### src/rtl/mac_operand_feeder.sv
// ---------------------------------------------------------------------------
// mac_operand_feeder
//
// Sequencer that walks one mac_pe through a complete dot product. A start
// request clears the PE accumulator, then len operand pairs are read from two
// single-port memories (A and B, one-cycle read latency) and handed to the PE
// with matched valids. When the last pair has reached the PE, the
// accumulator is captured into result_o and done_o pulses for one cycle.
//
// Ports
//   clk_i, rst_ni        : clock, asynchronous active-low reset
//   start_i              : launch request, only honoured while idle
//   len_i                : vector length 0..2^ADDR_WIDTH, latched at start
//   a_base_i, b_base_i   : vector base addresses, latched at start
//   busy_o               : a job is in progress
//   done_o               : one-cycle completion pulse
//   result_o             : last captured accumulator value
//   mem_req_o            : read request to both memories
//   a_addr_o, b_addr_o   : read addresses (base + k, wrapping)
//   a_rdata_i, b_rdata_i : read data, valid the cycle after the request
//   pe_a_o, pe_b_o       : operands to the PE (zero when not valid)
//   pe_a_valid_o,
//   pe_b_valid_o         : operand valids, always driven identically
//   pe_acc_clr_o         : accumulator clear to the PE
//   pe_acc_i             : PE accumulator value
//   dbg_state_o          : current FSM state, for observation only
//
// Handshake: there is no back-pressure. A request issued in one cycle
// always returns data in the next cycle, and a valid presented to the PE is
// always consumed in the cycle it is presented.
// ---------------------------------------------------------------------------
module mac_operand_feeder #(
    parameter int DATA_WIDTH = 16,
    parameter int ADDR_WIDTH = 8
) (
    input  logic                      clk_i,
    input  logic                      rst_ni,
    input  logic                      start_i,
    input  logic [ADDR_WIDTH:0]       len_i,
    input  logic [ADDR_WIDTH-1:0]     a_base_i,
    input  logic [ADDR_WIDTH-1:0]     b_base_i,
    output logic                      busy_o,
    output logic                      done_o,
    output logic [2*DATA_WIDTH-1:0]   result_o,
    output logic                      mem_req_o,
    output logic [ADDR_WIDTH-1:0]     a_addr_o,
    output logic [ADDR_WIDTH-1:0]     b_addr_o,
    input  logic [DATA_WIDTH-1:0]     a_rdata_i,
    input  logic [DATA_WIDTH-1:0]     b_rdata_i,
    output logic [DATA_WIDTH-1:0]     pe_a_o,
    output logic [DATA_WIDTH-1:0]     pe_b_o,
    output logic                      pe_a_valid_o,
    output logic                      pe_b_valid_o,
    output logic                      pe_acc_clr_o,
    input  logic [2*DATA_WIDTH-1:0]   pe_acc_i,
    output logic [2:0]                dbg_state_o
);

    typedef enum logic [2:0] {
        S_IDLE    = 3'd0,
        S_CLEAR   = 3'd1,
        S_FETCH   = 3'd2,
        S_DRAIN   = 3'd3,
        S_CAPTURE = 3'd4
    } state_t;

    localparam logic [ADDR_WIDTH-1:0] K_ONE   = {{(ADDR_WIDTH-1){1'b0}}, 1'b1};
    localparam logic [ADDR_WIDTH:0]   LEN_ONE = {{ADDR_WIDTH{1'b0}}, 1'b1};

    state_t                    r_state;
    logic [ADDR_WIDTH:0]       r_len;
    logic [ADDR_WIDTH-1:0]     r_a_base;
    logic [ADDR_WIDTH-1:0]     r_b_base;
    logic [ADDR_WIDTH-1:0]     r_k;
    logic                      r_rd_vld;
    logic                      r_done;
    logic [2*DATA_WIDTH-1:0]   r_result;

    logic                      w_mem_req;
    logic [ADDR_WIDTH:0]       w_last_idx;
    logic                      w_last;

    // CLEAR issues index 0 only for a non-empty vector; FETCH always issues.
    assign w_mem_req  = ((r_state == S_CLEAR) && (r_len != '0)) ||
                        (r_state == S_FETCH);
    // k is compared one bit wider so len = 2^ADDR_WIDTH still terminates.
    assign w_last_idx = r_len - LEN_ONE;
    assign w_last     = ({1'b0, r_k} == w_last_idx);

    always_ff @(posedge clk_i or negedge rst_ni) begin
        if (!rst_ni) begin
            r_state  <= S_IDLE;
            r_len    <= '0;
            r_a_base <= '0;
            r_b_base <= '0;
            r_k      <= '0;
            r_rd_vld <= 1'b0;
            r_done   <= 1'b0;
            r_result <= '0;
        end else begin
            // Read data arrives exactly one cycle after each request.
            r_rd_vld <= w_mem_req;
            r_done   <= 1'b0;
            case (r_state)
                S_IDLE: begin
                    if (start_i) begin
                        r_len    <= len_i;
                        r_a_base <= a_base_i;
                        r_b_base <= b_base_i;
                        r_k      <= '0;
                        r_state  <= S_CLEAR;
                    end
                end
                S_CLEAR: begin
                    if (r_len == '0) begin
                        r_state <= S_CAPTURE;
                    end else begin
                        r_k     <= r_k + K_ONE;
                        r_state <= w_last ? S_DRAIN : S_FETCH;
                    end
                end
                S_FETCH: begin
                    r_k <= r_k + K_ONE;
                    if (w_last) begin
                        r_state <= S_DRAIN;
                    end
                end
                S_DRAIN: begin
                    // Last operand pair is at the PE this cycle.
                    r_state <= S_CAPTURE;
                end
                S_CAPTURE: begin
                    r_result <= pe_acc_i;
                    r_done   <= 1'b1;
                    r_state  <= S_IDLE;
                end
                default: begin
                    r_state <= S_IDLE;
                end
            endcase
        end
    end

    assign busy_o       = (r_state != S_IDLE);
    assign done_o       = r_done;
    assign result_o     = r_result;
    assign mem_req_o    = w_mem_req;
    assign a_addr_o     = r_a_base + r_k;
    assign b_addr_o     = r_b_base + r_k;
    assign pe_a_valid_o = r_rd_vld;
    assign pe_b_valid_o = r_rd_vld;
    assign pe_a_o       = r_rd_vld ? a_rdata_i : '0;
    assign pe_b_o       = r_rd_vld ? b_rdata_i : '0;
    assign pe_acc_clr_o = (r_state == S_CLEAR);
    assign dbg_state_o  = r_state;

endmodule

### config.mk
export PLATFORM = sky130hd
export DESIGN_NAME = mac_operand_feeder
export DESIGN_NICKNAME = d
export VERILOG_FILES = /design/src/rtl/mac_operand_feeder.sv
export SDC_FILE = /design/constraint.sdc
export NUM_CORES = 1
export LEC_CHECK = 0
export BUFFER_PORTS_ARGS = -buffer_cell sky130_fd_sc_hd__buf_2
export CORE_ASPECT_RATIO = 1.1
export CORE_MARGIN = 8
export CORE_UTILIZATION = 45
export CTS_CLUSTER_DIAMETER = 150
export DETAILED_ROUTE_END_ITERATION = 7
export PLACE_DENSITY = 0.79
export SETUP_SLACK_MARGIN = 0.1
export SLEW_MARGIN = 20
export SYNTH_ARGS = -nofsm -noshare
export SYNTH_HDL_FRONTEND = slang
export SYNTH_SLANG_ARGS = --single-unit
### constraint.sdc
create_clock -name clk_i -period 4.68 [get_ports clk_i]
set_input_delay 0.702 -clock clk_i [delete_from_list [all_inputs] [get_ports clk_i]]
set_output_delay 0.702 -clock clk_i [all_outputs]
set_load 0.005 [all_outputs]
# Word-level counts from Yosys, hierarchy flattened
# Index checks and enable logic that the tools add are counted.
[totals]
rom_bits = 0
ff_bits = 70
input_bits = 92
memories = 0
latch_bits = 0
elab_cells = 41
ram_bits = 0
[op_classes]
n_shift = 0
eq_ne = 8
order_cmp = 0
muxes = 11
addsub = 4
bitwise_logic = 0
div_mod_pow = 0
n_mul = 0
n_reduce_logical = 10
[op_table]
columns = ["cell", "count"]
rows = [
  ["$mux 16", 2],
  ["$pmux 8 s3", 1],
  ["$add 8x8->8", 2],
  ["$mux 8", 2],
  ["$pmux 3 s4", 1],
  ["$eq 8x9->1", 1],
  ["$logic_not 9->1", 1],
  ["$mux 3", 3],
  ["$reduce_bool 9->1", 1],
  ["$sub 9x1->9 const B", 1],
  ["$add 8x1->8 const B", 1],
  ["$eq 3x2->1 const B", 2],
  ["$ne 2x2->1 const B", 3],
  ["$reduce_bool 3->1", 2],
  ["$reduce_and 2->1", 2],
  ["$eq 3x1->1 const B", 1],
  ["$eq 3x3->1 const B", 1],
  ["$logic_not 3->1", 1],
  ["$reduce_and 3->1", 1],
  ["$mux 1", 2],
  ["$logic_and 1x1->1", 1],
  ["$logic_or 1x1->1", 1],
]

# Longest topological paths before layout
# Gate-level depths: netlist of run 1.
[depth]
ltp_word = 5
depth_mapped = 9
depth_no_buf = 9

# Worst setup path after synthesis of run 1
# No wires, ideal clock.
[synth_timing]
kind = "register to output"
start = "register r_k[0]"
end = "output port b_addr_o[6]"
stages_incl_launch_ff = 10
arrival_ns = 1.639
path_buffers = 0
path_slack_ns = 2.339
path_cell_list = "dfrtp_1 -> ha_1 -> inv_1 -> fa_1 -> nor2b_1 -> o21ai_1 -> nand2b_1 -> a21o_1 -> a21oi_1 -> xnor2_1"
[synth_between]
elab_chain_len = 1
[synth_rtl]
columns = ["element", "line_no", "rtl"]
rows = [
  ["from (decl)", "74", "logic [ADDR_WIDTH-1:0] r_k;"],
  ["from (signal assigned)", "118", "r_k <= r_k + K_ONE;"],
  ["from (signal assigned)", "123", "r_k <= r_k + K_ONE;"],
  ["$add 8x8->8", "149", "assign b_addr_o = r_b_base + r_k;"],
  ["to (decl)", "47", "output logic [ADDR_WIDTH-1:0] b_addr_o,"],
]
# No other way between the ends.

# Worst setup path in the final report of run 1
[layout_timing]
start = "register r_k[1]"
end = "output port a_addr_o[7]"
[layout_between]
elab_chain_len = 1
[layout_rtl]
columns = ["element", "line_no", "rtl"]
rows = [
  ["$add 8x8->8", "148", "assign a_addr_o = r_a_base + r_k;"],
  ["to (decl)", "46", "output logic [ADDR_WIDTH-1:0] a_addr_o,"],
]
# No other way between the ends.

==> results_tabular.tex, run 1 <==
\begin{tabular}{lr}
\hline
Metric & Value \\
\hline
\multicolumn{2}{l}{\textbf{Placement}} \\
Half-perimeter wire length after detailed placement & between 8 and 9 mm \\
Port bufs & 180 \\
Final RePlAce weighted congestion & 0.8553 \\
Cells after DPL & 605 \\
\multicolumn{2}{l}{\textbf{Floorplanning}} \\
Core Footprint & 0.008233 mm² \\
Height of the die & 111.8 µm \\
Horizontal extent of the die & roughly 100 µm \\
Ports & roughly 180 \\
Floorplan row count & 35 \\
Die area & 0.01153 mm² \\
Effective utilization at floorplan & 0.4561 \\
\multicolumn{2}{l}{\textbf{Critical path}} \\
Launch point of the critical path & r\_k[1]\$\_DFFE\_PN0P\_ \\
Logic depth of the worst register-to-register path & 8 \\
Category of the worst setup path capture point & output pin \\
Arrival time at the worst endpoint & between 2000 and 2500 ps \\
Endpoint required time on the critical path & around 4000 ps \\
Critical Path Sink & a\_addr\_o[7] \\
Reg-to-reg critical path endpoint & r\_k[6]\$\_DFFE\_PN0P\_ \\
Internal reg-to-reg setup slack & 2550 ps \\
Critical path class & reg -> out \\
Crit Reg-Reg Startpoint & r\_len[0]\$\_DFFE\_PN0P\_ \\
Largest fanout on the critical path & 6 \\
Kind of start point of the critical path & register \\
\multicolumn{2}{l}{\textbf{Cells and area}} \\
Antenna diode instance count & 0 \\
Share of cells above drive strength 1 & 0.4098 \\
Synth-to-layout area growth & 33.12\% \\
Count of fill cells added during filler insertion & between 700 and 800 \\
Non-filler instance count after layout & 621 \\
\# nets final & $\sim$620 \\
\multicolumn{2}{l}{\textbf{Logic synthesis}} \\
Number of nets produced by synthesis & 432 \\
Number of cells produced by synthesis & $\sim$320 \\
Register bit total from synthesis & 70 \\
Portion of the post-synthesis area used by sequential elements & 0.4665 \\
Average cell area after synthesis & 11.70 µm² \\
Number of enable-type register cells in the synthesized netlist & 0 \\
Async set-or-reset flop fraction in the synthesized netlist & 1.000 \\
Post-Syn Area & 0.003755 mm² \\
Primary flip-flop cell chosen by synthesis mapping & sky130\_fd\_sc\_hd\_\_dfrtp\_1 \\
Unique masters post-synth & 46 \\
Number of warnings issued by yosys & 0 \\
\multicolumn{2}{l}{\textbf{Route}} \\
Number of design rule violations left after detail routing & 0 \\
First-pass detailed-route iteration total & 4 \\
Antenna-violating nets left & 0 \\
Overall routed net length & 10.16 mm \\
First DRT Iteration DRCs & 145 \\
Drt via density & 4.982 \\
Total via count after detailed routing & 3094 \\
Final routed wire length divided by cell count & 16.35 µm \\
\multicolumn{2}{l}{\textbf{STA}} \\
Tmin final & $\sim$3000 ps \\
Endpoints failing setup & 0 \\
Share of the cycle needed by the critical path after routing & 0.6424 \\
Final count of pins violating max slew & 0 \\
Max\_slew headroom & 0.3939 \\
F\_max & 332.6 MHz \\
Worst hold-check slack & 480.6 ps \\
Worst-Margin Slew & 909.1 ps \\
Number of endpoints with negative hold slack in the final report & 0 \\
Unrepaired setup endpoints after global routing & false \\
Post-Route Skew & roughly 6.6 ps \\
Final total negative setup slack & 0 ps \\
\multicolumn{2}{l}{\textbf{Min path}} \\
Hold crit path type & in -> async \\
\multicolumn{2}{l}{\textbf{Global route}} \\
Number of antenna violations at the first check in global routing & 0 \\
First-pass GRT wire length & 16.04 mm \\
Largest net degree at the start of global routing & 42 \\
Number of global-route vias before repair & around 3400 \\
Remaining Overflow, GRT & 0 \\
Total global-route track usage & 0.1774 \\
\multicolumn{2}{l}{\textbf{Run}} \\
Maxcap violations & 0 \\
\multicolumn{2}{l}{\textbf{Clock tree}} \\
Number of setup buffers added after CTS & 0 \\
CTS Root Cell & sky130\_fd\_sc\_hd\_\_clkbuf\_8 \\
Clock latency on the worst-skew pair & about 340 ps \\
Sink Count & 70 \\
Worst-path clk slew & 80 ps \\
Hold Buf Count CTS & 0 \\
Post-cts repair resize count & 0 \\
Total CTS buffers & 9 \\
Max clock buf depth & 2 \\
TritonCTS clock tree & yes \\
Number of H-tree levels & 3 \\
\multicolumn{2}{l}{\textbf{Power}} \\
Worst VDD drop & roughly 0.00039 V \\
Reported leakage power & 2.578 nW \\
Pwr per Cell Area & 648.9 mW/mm² \\
\multicolumn{2}{l}{\textbf{Status}} \\
Result of the run & complete, no violations \\
\hline
\end{tabular}
cells in the mapped netlist, types with 2 or more instances:
master | instances | area (µm²)
sky130_fd_sc_hd__o41ai_1 | 2 | 17.52
sky130_fd_sc_hd__nor3b_2 | 2 | 25.02
sky130_fd_sc_hd__dfrtp_1 | 70 | 1752
sky130_fd_sc_hd__buf_2 | 5 | 25.02
sky130_fd_sc_hd__fa_1 | 2 | 40.04
sky130_fd_sc_hd__xor2_1 | 14 | 122.6
sky130_fd_sc_hd__nor3_1 | 4 | 20.02
sky130_fd_sc_hd__o21ai_1 | 10 | 50.05
sky130_fd_sc_hd__inv_1 | 11 | 41.29
sky130_fd_sc_hd__ha_1 | 17 | 212.7
sky130_fd_sc_hd__a21oi_1 | 6 | 30.03
sky130_fd_sc_hd__nor2_1 | 15 | 56.30
sky130_fd_sc_hd__and2_1 | 32 | 200.2
sky130_fd_sc_hd__mux2_1 | 54 | 608.1
sky130_fd_sc_hd__nand2b_1 | 4 | 25.02
sky130_fd_sc_hd__nand2_1 | 14 | 52.55
sky130_fd_sc_hd__nand4_1 | 5 | 31.28
sky130_fd_sc_hd__a21o_1 | 4 | 30.03
sky130_fd_sc_hd__a21oi_2 | 2 | 17.52
sky130_fd_sc_hd__nor2b_1 | 3 | 18.77
sky130_fd_sc_hd__clkbuf_1 | 4 | 15.01
sky130_fd_sc_hd__and3_1 | 2 | 12.51
sky130_fd_sc_hd__nand3_1 | 2 | 10.01
sky130_fd_sc_hd__xnor2_1 | 15 | 131.4
worst min-delay path by stage:
| stage | slack (ps) | depth (start not counted) | start | end |
|---|---|---|---|---|
| global placement | 460 | 1 | result_o[20]$_DFFE_PN0P_ | result_o[20]$_DFFE_PN0P_ |
| floorplan | 410 | 0 | rst_ni | dbg_state_o[0]$_DFFE_PN0P_ |
| detailed placement | 470 | 1 | result_o[4]$_DFFE_PN0P_ | result_o[4]$_DFFE_PN0P_ |
| finish | 480 | 1 | rst_ni | result_o[17]$_DFFE_PN0P_ |
| CTS | 490 | 1 | result_o[30]$_DFFE_PN0P_ | result_o[30]$_DFFE_PN0P_ |
| global route | 500 | 1 | result_o[4]$_DFFE_PN0P_ | result_o[4]$_DFFE_PN0P_ |
where the power goes:
part / internal (W) / leakage (nW) / total (W) / switching (W)
Sequential: 0.000883 / 0.858 / 0.00113 / 0.000248
Clock: 0.000316 / 0.110 / 0.000550 / 0.000234
Combinational: 0.000807 / 1.61 / 0.00156 / 0.000755
metal layers:
metal / GRT usage / wire, µm
met3: 0.05056 / 952
met4: 0.07343 / 168
met1: 0.1858 / 3712
met2: 0.3180 / 5322
met5: 0 / 0
registers in the layout, indices dropped and copies added, names as in the netlist:
name	cells
r_k	8
done_o	1
r_a_base	8
pe_a_valid_o	1
result_o	32
dbg_state_o	3
r_b_base	8
r_len	9
critical path, stage by stage, from the launching register on:
cell	delay, ps
sky130_fd_sc_hd__dfrtp_1	460
sky130_fd_sc_hd__ha_1	300
sky130_fd_sc_hd__a21o_1	180
sky130_fd_sc_hd__a21oi_1	220
sky130_fd_sc_hd__o21ai_1	140
sky130_fd_sc_hd__o41ai_1	340
sky130_fd_sc_hd__xnor2_1	180
sky130_fd_sc_hd__buf_2	140
cell usage in the layout, fill, tap and decap left out, types with 2 or more instances in the layout:
cell type,count
sky130_fd_sc_hd__o21ai_1,10
sky130_fd_sc_hd__nor2b_1,3
sky130_fd_sc_hd__a21oi_1,6
sky130_fd_sc_hd__a21oi_2,2
sky130_fd_sc_hd__a21o_1,4
sky130_fd_sc_hd__nand2b_1,4
sky130_fd_sc_hd__and3_1,2
sky130_fd_sc_hd__o41ai_1,2
sky130_fd_sc_hd__and2_1,32
sky130_fd_sc_hd__inv_1,11
sky130_fd_sc_hd__bufinv_16,2
sky130_fd_sc_hd__xor2_1,14
sky130_fd_sc_hd__clkbuf_8,10
sky130_fd_sc_hd__buf_4,3
sky130_fd_sc_hd__fa_1,2
sky130_fd_sc_hd__nand2_1,14
sky130_fd_sc_hd__dfrtp_1,70
sky130_fd_sc_hd__nor3_1,4
sky130_fd_sc_hd__buf_2,180
sky130_fd_sc_hd__ha_1,17
sky130_fd_sc_hd__mux2_1,54
sky130_fd_sc_hd__nand4_1,5
sky130_fd_sc_hd__nand3_1,2
sky130_fd_sc_hd__xnor2_1,15
sky130_fd_sc_hd__nor2_1,15
cells by family after synthesis:
kind of cell	synth area share
multiplexers	0.1646
buffers and inverters	0.02466
AND/OR/NAND/NOR	0.1483
flip-flops	0.4665
AO/OA/AOI/OAI	0.06099
XOR/XNOR	0.06765
adder cells (fa/ha/maj)	0.06731
stage by stage:
step / cell area [µm²] / util / worst slack (ps) / power (W)
after floorplan: 3755 / - / 2339 / 0.002034
after global placement: 4776 / 0.5801 / 2109 / 0.002671
after detailed placement: 4776 / 0.5801 / 2022 / 0.002733
after CTS: 4999 / 0.6071 / 1631 / 0.003297
after global routing: 4999 / 0.6071 / 1422 / 0.003512
final: 4999 / 0.6071 / 1674 / 0.003243
final cells by class:
class | instances | area (µm²) | area share
Tap cell | 111 | 138.9 | 0.02778
Timing Repair Buffer | 183 | 923.4 | 0.1847
Sequential cell | 70 | 1752 | 0.3504
Multi-Input combinational cell | 229 | 1917 | 0.3835
Clock inverter | 5 | 81.33 | 0.01627
Inverter | 12 | 45.04 | 0.009011
Clock buffer | 11 | 141.4 | 0.02829
No activity file was read; power rests on OpenSTA's default activity.
==> run 2: changes to the inputs <==
Clock period 4.68 ns to 2.8 ns, I/O delays scaled along.
==> run 2 against run 1 <==
Effect of this change:
- worst hold slack got worse by 370 ps
- final area rose by 2.1%
- sequential power up 68%
- die area did not move
- combinational power grew 79%
- global-route usage is 0.29 points higher
- sequential share of layout area down 0.64 points
- wire length grew 4.0%
- cell count up 0.97%
- critical path type unchanged
- highest routed layer unchanged
==> results_tabular.tex, run 2 (synthesized netlist as in run 1, its figures left out) <==
\begin{tabular}{lr}
\hline
Metric & Value \\
\hline
\multicolumn{2}{l}{\textbf{Cells and area}} \\
Share of cells above drive strength 1 & 0.4477 (was 0.4098) \\
Flip-flop count of the largest register, all copies and words added & 32 (unchanged) \\
Most used cells in the layout excluding fill and tap cells & 180 x sky130\_fd\_sc\_hd\_\_buf\_2, 67 x sky130\_fd\_sc\_hd\_\_dfrtp\_1, 54 x sky130\_fd\_sc\_hd\_\_mux2\_1, 32 x sky130\_fd\_sc\_hd\_\_and2\_1 (was 180 x sky130\_fd\_sc\_hd\_\_buf\_2, 70 x sky130\_fd\_sc\_hd\_\_dfrtp\_1, 54 x sky130\_fd\_sc\_hd\_\_mux2\_1, 32 x sky130\_fd\_sc\_hd\_\_and2\_1, 17 x sky130\_fd\_sc\_hd\_\_ha\_1) \\
\# nets final & 622 (was 616) \\
Final design area excluding fillers & 0.005102 mm² (was 0.004999 mm²) \\
Antenna diode instance count & 0 (unchanged) \\
Non-filler instance count after layout & 627 (was 621) \\
Synth-to-layout area growth & 35.89\% (was 33.12\%) \\
Most common cell after layout, fill and taps aside & sky130\_fd\_sc\_hd\_\_buf\_2 (unchanged) \\
\multicolumn{2}{l}{\textbf{STA}} \\
Endpoints failing setup & 0 (unchanged) \\
Tmin final & 2589 ps \\
Share of the cycle needed by the critical path after routing & 0.9246 \\
Smallest setup slack after layout & 211.1 ps (was 1674 ps) \\
Final count of pins violating max slew & 0 (unchanged) \\
Unrepaired setup endpoints after global routing & true (was false) \\
Post-Route Skew & 9.705 ps (was 6.606 ps) \\
Max\_slew headroom & 0.5213 (was 0.3939) \\
Worst-Margin Slew & 718.0 ps (was 909.1 ps) \\
Number of endpoints with negative hold slack in the final report & 0 (unchanged) \\
F\_max & between 300 and 400 MHz \\
Final total negative setup slack & 0 ps (unchanged) \\
\multicolumn{2}{l}{\textbf{Placement}} \\
Setup WS pre-CTS & 465.6 ps (was 2022 ps) \\
Port bufs & 180 (unchanged) \\
Cells after DPL & 605 (unchanged) \\
Final RePlAce weighted congestion & 0.8423 (was 0.8553) \\
Half-perimeter wire length after detailed placement & 8.317 mm (was 8.173 mm) \\
Dpl cell area & 0.004788 mm² (was 0.004776 mm²) \\
\multicolumn{2}{l}{\textbf{Clock tree}} \\
Sink Count & 70 (unchanged) \\
Hold Buf Count CTS & 0 (unchanged) \\
CTS Root Cell & sky130\_fd\_sc\_hd\_\_clkbuf\_8 (unchanged) \\
Total CTS buffers & 9 (unchanged) \\
Worst-path clk slew & 90 ps (was 80 ps) \\
Clock latency on the worst-skew pair & 350 ps (was 340 ps) \\
Number of H-tree levels & 3 (unchanged) \\
TritonCTS clock tree & yes (unchanged) \\
Max clock buf depth & 2 (unchanged) \\
\multicolumn{2}{l}{\textbf{Critical path}} \\
Category of the worst setup path capture point & output pin (unchanged) \\
Slowest cell on the critical path & sky130\_fd\_sc\_hd\_\_dfrtp\_2 (was sky130\_fd\_sc\_hd\_\_dfrtp\_1) \\
Arrival time at the worst endpoint & 2170 ps (was 2300 ps) \\
Critical path class & reg -> out (unchanged) \\
Longest individual stage delay on the worst path & 450 ps (was 460 ps) \\
Cell chain of the critical path & ha\_1 > a21o\_1 > a21oi\_1 > o21ai\_1 > o41ai\_2 > xnor2\_1 > buf\_2 (was ha\_1 > a21o\_1 > a21oi\_1 > o21ai\_1 > o41ai\_1 > xnor2\_1 > buf\_2) \\
Kind of start point of the critical path & register (unchanged) \\
Endpoint required time on the critical path & 2380 ps (was 3980 ps) \\
Largest fanout on the critical path & 6 (unchanged) \\
\multicolumn{2}{l}{\textbf{Power}} \\
Fraction of power spent switching nets & 0.3916 (was 0.3815) \\
Pwr per Cell Area & 1086 mW/mm² (was 648.9 mW/mm²) \\
Switching power total & 0.002170 W (was 0.001238 W) \\
Final total power & 0.005541 W (was 0.003243 W) \\
Internal power component & 0.003371 W (was 0.002006 W) \\
Reported leakage power & 2.619 nW (was 2.578 nW) \\
Part of the total power dissipated in the clock network & 0.154 (was 0.170) \\
Fraction of power consumed by sequential logic & 0.343 (was 0.349) \\
Comb power frac & 0.504 (was 0.482) \\
Worst VDD drop & 0.0005781 V (was 0.0003855 V) \\
\multicolumn{2}{l}{\textbf{Floorplanning}} \\
Ports & 181 (unchanged) \\
Horizontal extent of the die & 103.1 µm (unchanged) \\
Height of the die & 111.8 µm (unchanged) \\
Effective utilization at floorplan & 0.4561 (unchanged) \\
Core Footprint & 0.008233 mm² (unchanged) \\
Floorplan row count & 35 (unchanged) \\
Die area & 0.01153 mm² (unchanged) \\
\multicolumn{2}{l}{\textbf{Global route}} \\
First-pass GRT wire length & 16.45 mm (was 16.04 mm) \\
Total global-route track usage & 0.1803 (was 0.1774) \\
Largest net degree at the start of global routing & 40 (was 42) \\
Number of global-route vias before repair & 3365 (was 3359) \\
Number of antenna violations at the first check in global routing & 0 (unchanged) \\
Remaining Overflow, GRT & 0 (unchanged) \\
\multicolumn{2}{l}{\textbf{Route}} \\
Overall routed net length & 10.56 mm (was 10.16 mm) \\
Number of design rule violations left after detail routing & 0 (unchanged) \\
Final routed wire length divided by cell count & 16.84 µm (was 16.35 µm) \\
Total via count after detailed routing & 3174 (was 3094) \\
Antenna-violating nets left & 0 (unchanged) \\
First-pass detailed-route iteration total & 4 (unchanged) \\
First DRT Iteration DRCs & 159 (was 145) \\
Drt via density & 5.062 (was 4.982) \\
\multicolumn{2}{l}{\textbf{Status}} \\
Result of the run & complete, no violations (unchanged) \\
\multicolumn{2}{l}{\textbf{Run}} \\
Maxcap violations & 0 (unchanged) \\
\multicolumn{2}{l}{\textbf{Min path}} \\
Hold crit path type & in -> async (unchanged) \\
\hline
\end{tabular}
[run 2: cell types whose count changed in the layout (fill, tap and decap cells not counted), moves of 3 or more]
cell,change
sky130_fd_sc_hd__dfrtp_1,-3
sky130_fd_sc_hd__buf_4,+5
sky130_fd_sc_hd__dfrtp_2,+3
sky130_fd_sc_hd__a21oi_1,-3
sky130_fd_sc_hd__a21oi_2,+3
[run 2: repair_timing]
item                       in CTS  in global routing
gates resized for setup         2                 15
pin swaps                       0                  5
setup endpoints to repair       3                  5
buffers inserted                0                  6
[run 2: worst paths after layout]
kind,from,end,slack (ps),cells past startpoint
setup / recovery,r_k[1]$_DFFE_PN0P_,b_addr_o[7],210,7
setup reg to reg,r_len[0]$_DFFE_PN0P_,r_k[6]$_DFFE_PN0P_,660,8
hold reg to reg,result_o[21]$_DFFE_PN0P_,result_o[21]$_DFFE_PN0P_,490,1
hold / removal,rst_ni,result_o[15]$_DFFE_PN0P_,110,1
max in group asynchronous,rst_ni,r_k[2]$_DFFE_PN0P_,2000,2
min in group clk_i,pe_acc_i[21],result_o[21]$_DFFE_PN0P_,270,2
[run 2: cell type report]
type	instances	area [µm²]
Clock inverter	6	68.82
Fill cell	688	3131
Multi-Input combinational cell	229	1976
Timing Repair Buffer	189	980.9
Sequential cell	70	1755
Inverter	12	45.04
Clock buffer	10	137.6
Tap cell	111	138.9
[run 2: critical path: cells and delay by family, from the launching register on]
kind,cells,cell delay [ps]
adder cells (fa/ha/maj),1,280
flip-flops,1,450
AO/OA/AOI/OAI,4,800
buffers and inverters,1,140
XOR/XNOR,1,150
[run 2: stage by stage]
step / utilization / hold WS (ps)
detailed placement: 0.5816 / 469.2
global route: 0.6198 / 164.7
global placement: 0.5816 / 462.0
finish: 0.6198 / 111.9
CTS: 0.6078 / 135.6
floorplan: - / 124.4
[run 2: power by group through the flow]
stage                     clock (W)  combinational [W]  sequential (W)
after floorplan                   0            0.00159         0.00181
after global placement            0            0.00259         0.00187
after detailed placement          0            0.00268         0.00191
after CTS                  0.000867            0.00270         0.00189
after global routing       0.000905            0.00311         0.00197
final                      0.000851            0.00279         0.00190
[run 2: layer usage]
metal | share of wire | wire length, µm | vias up | global-route usage
met3 | 0.089 | 938 | 21 | 0.04557
met1 | 0.36 | 3813 | 1545 | 0.1910
li1 | - | - | 1481 | -
met2 | 0.52 | 5488 | 127 | 0.3188
met5 | 0 | 0 | - | 0
met4 | 0.030 | 317 | 0 | 0.08792
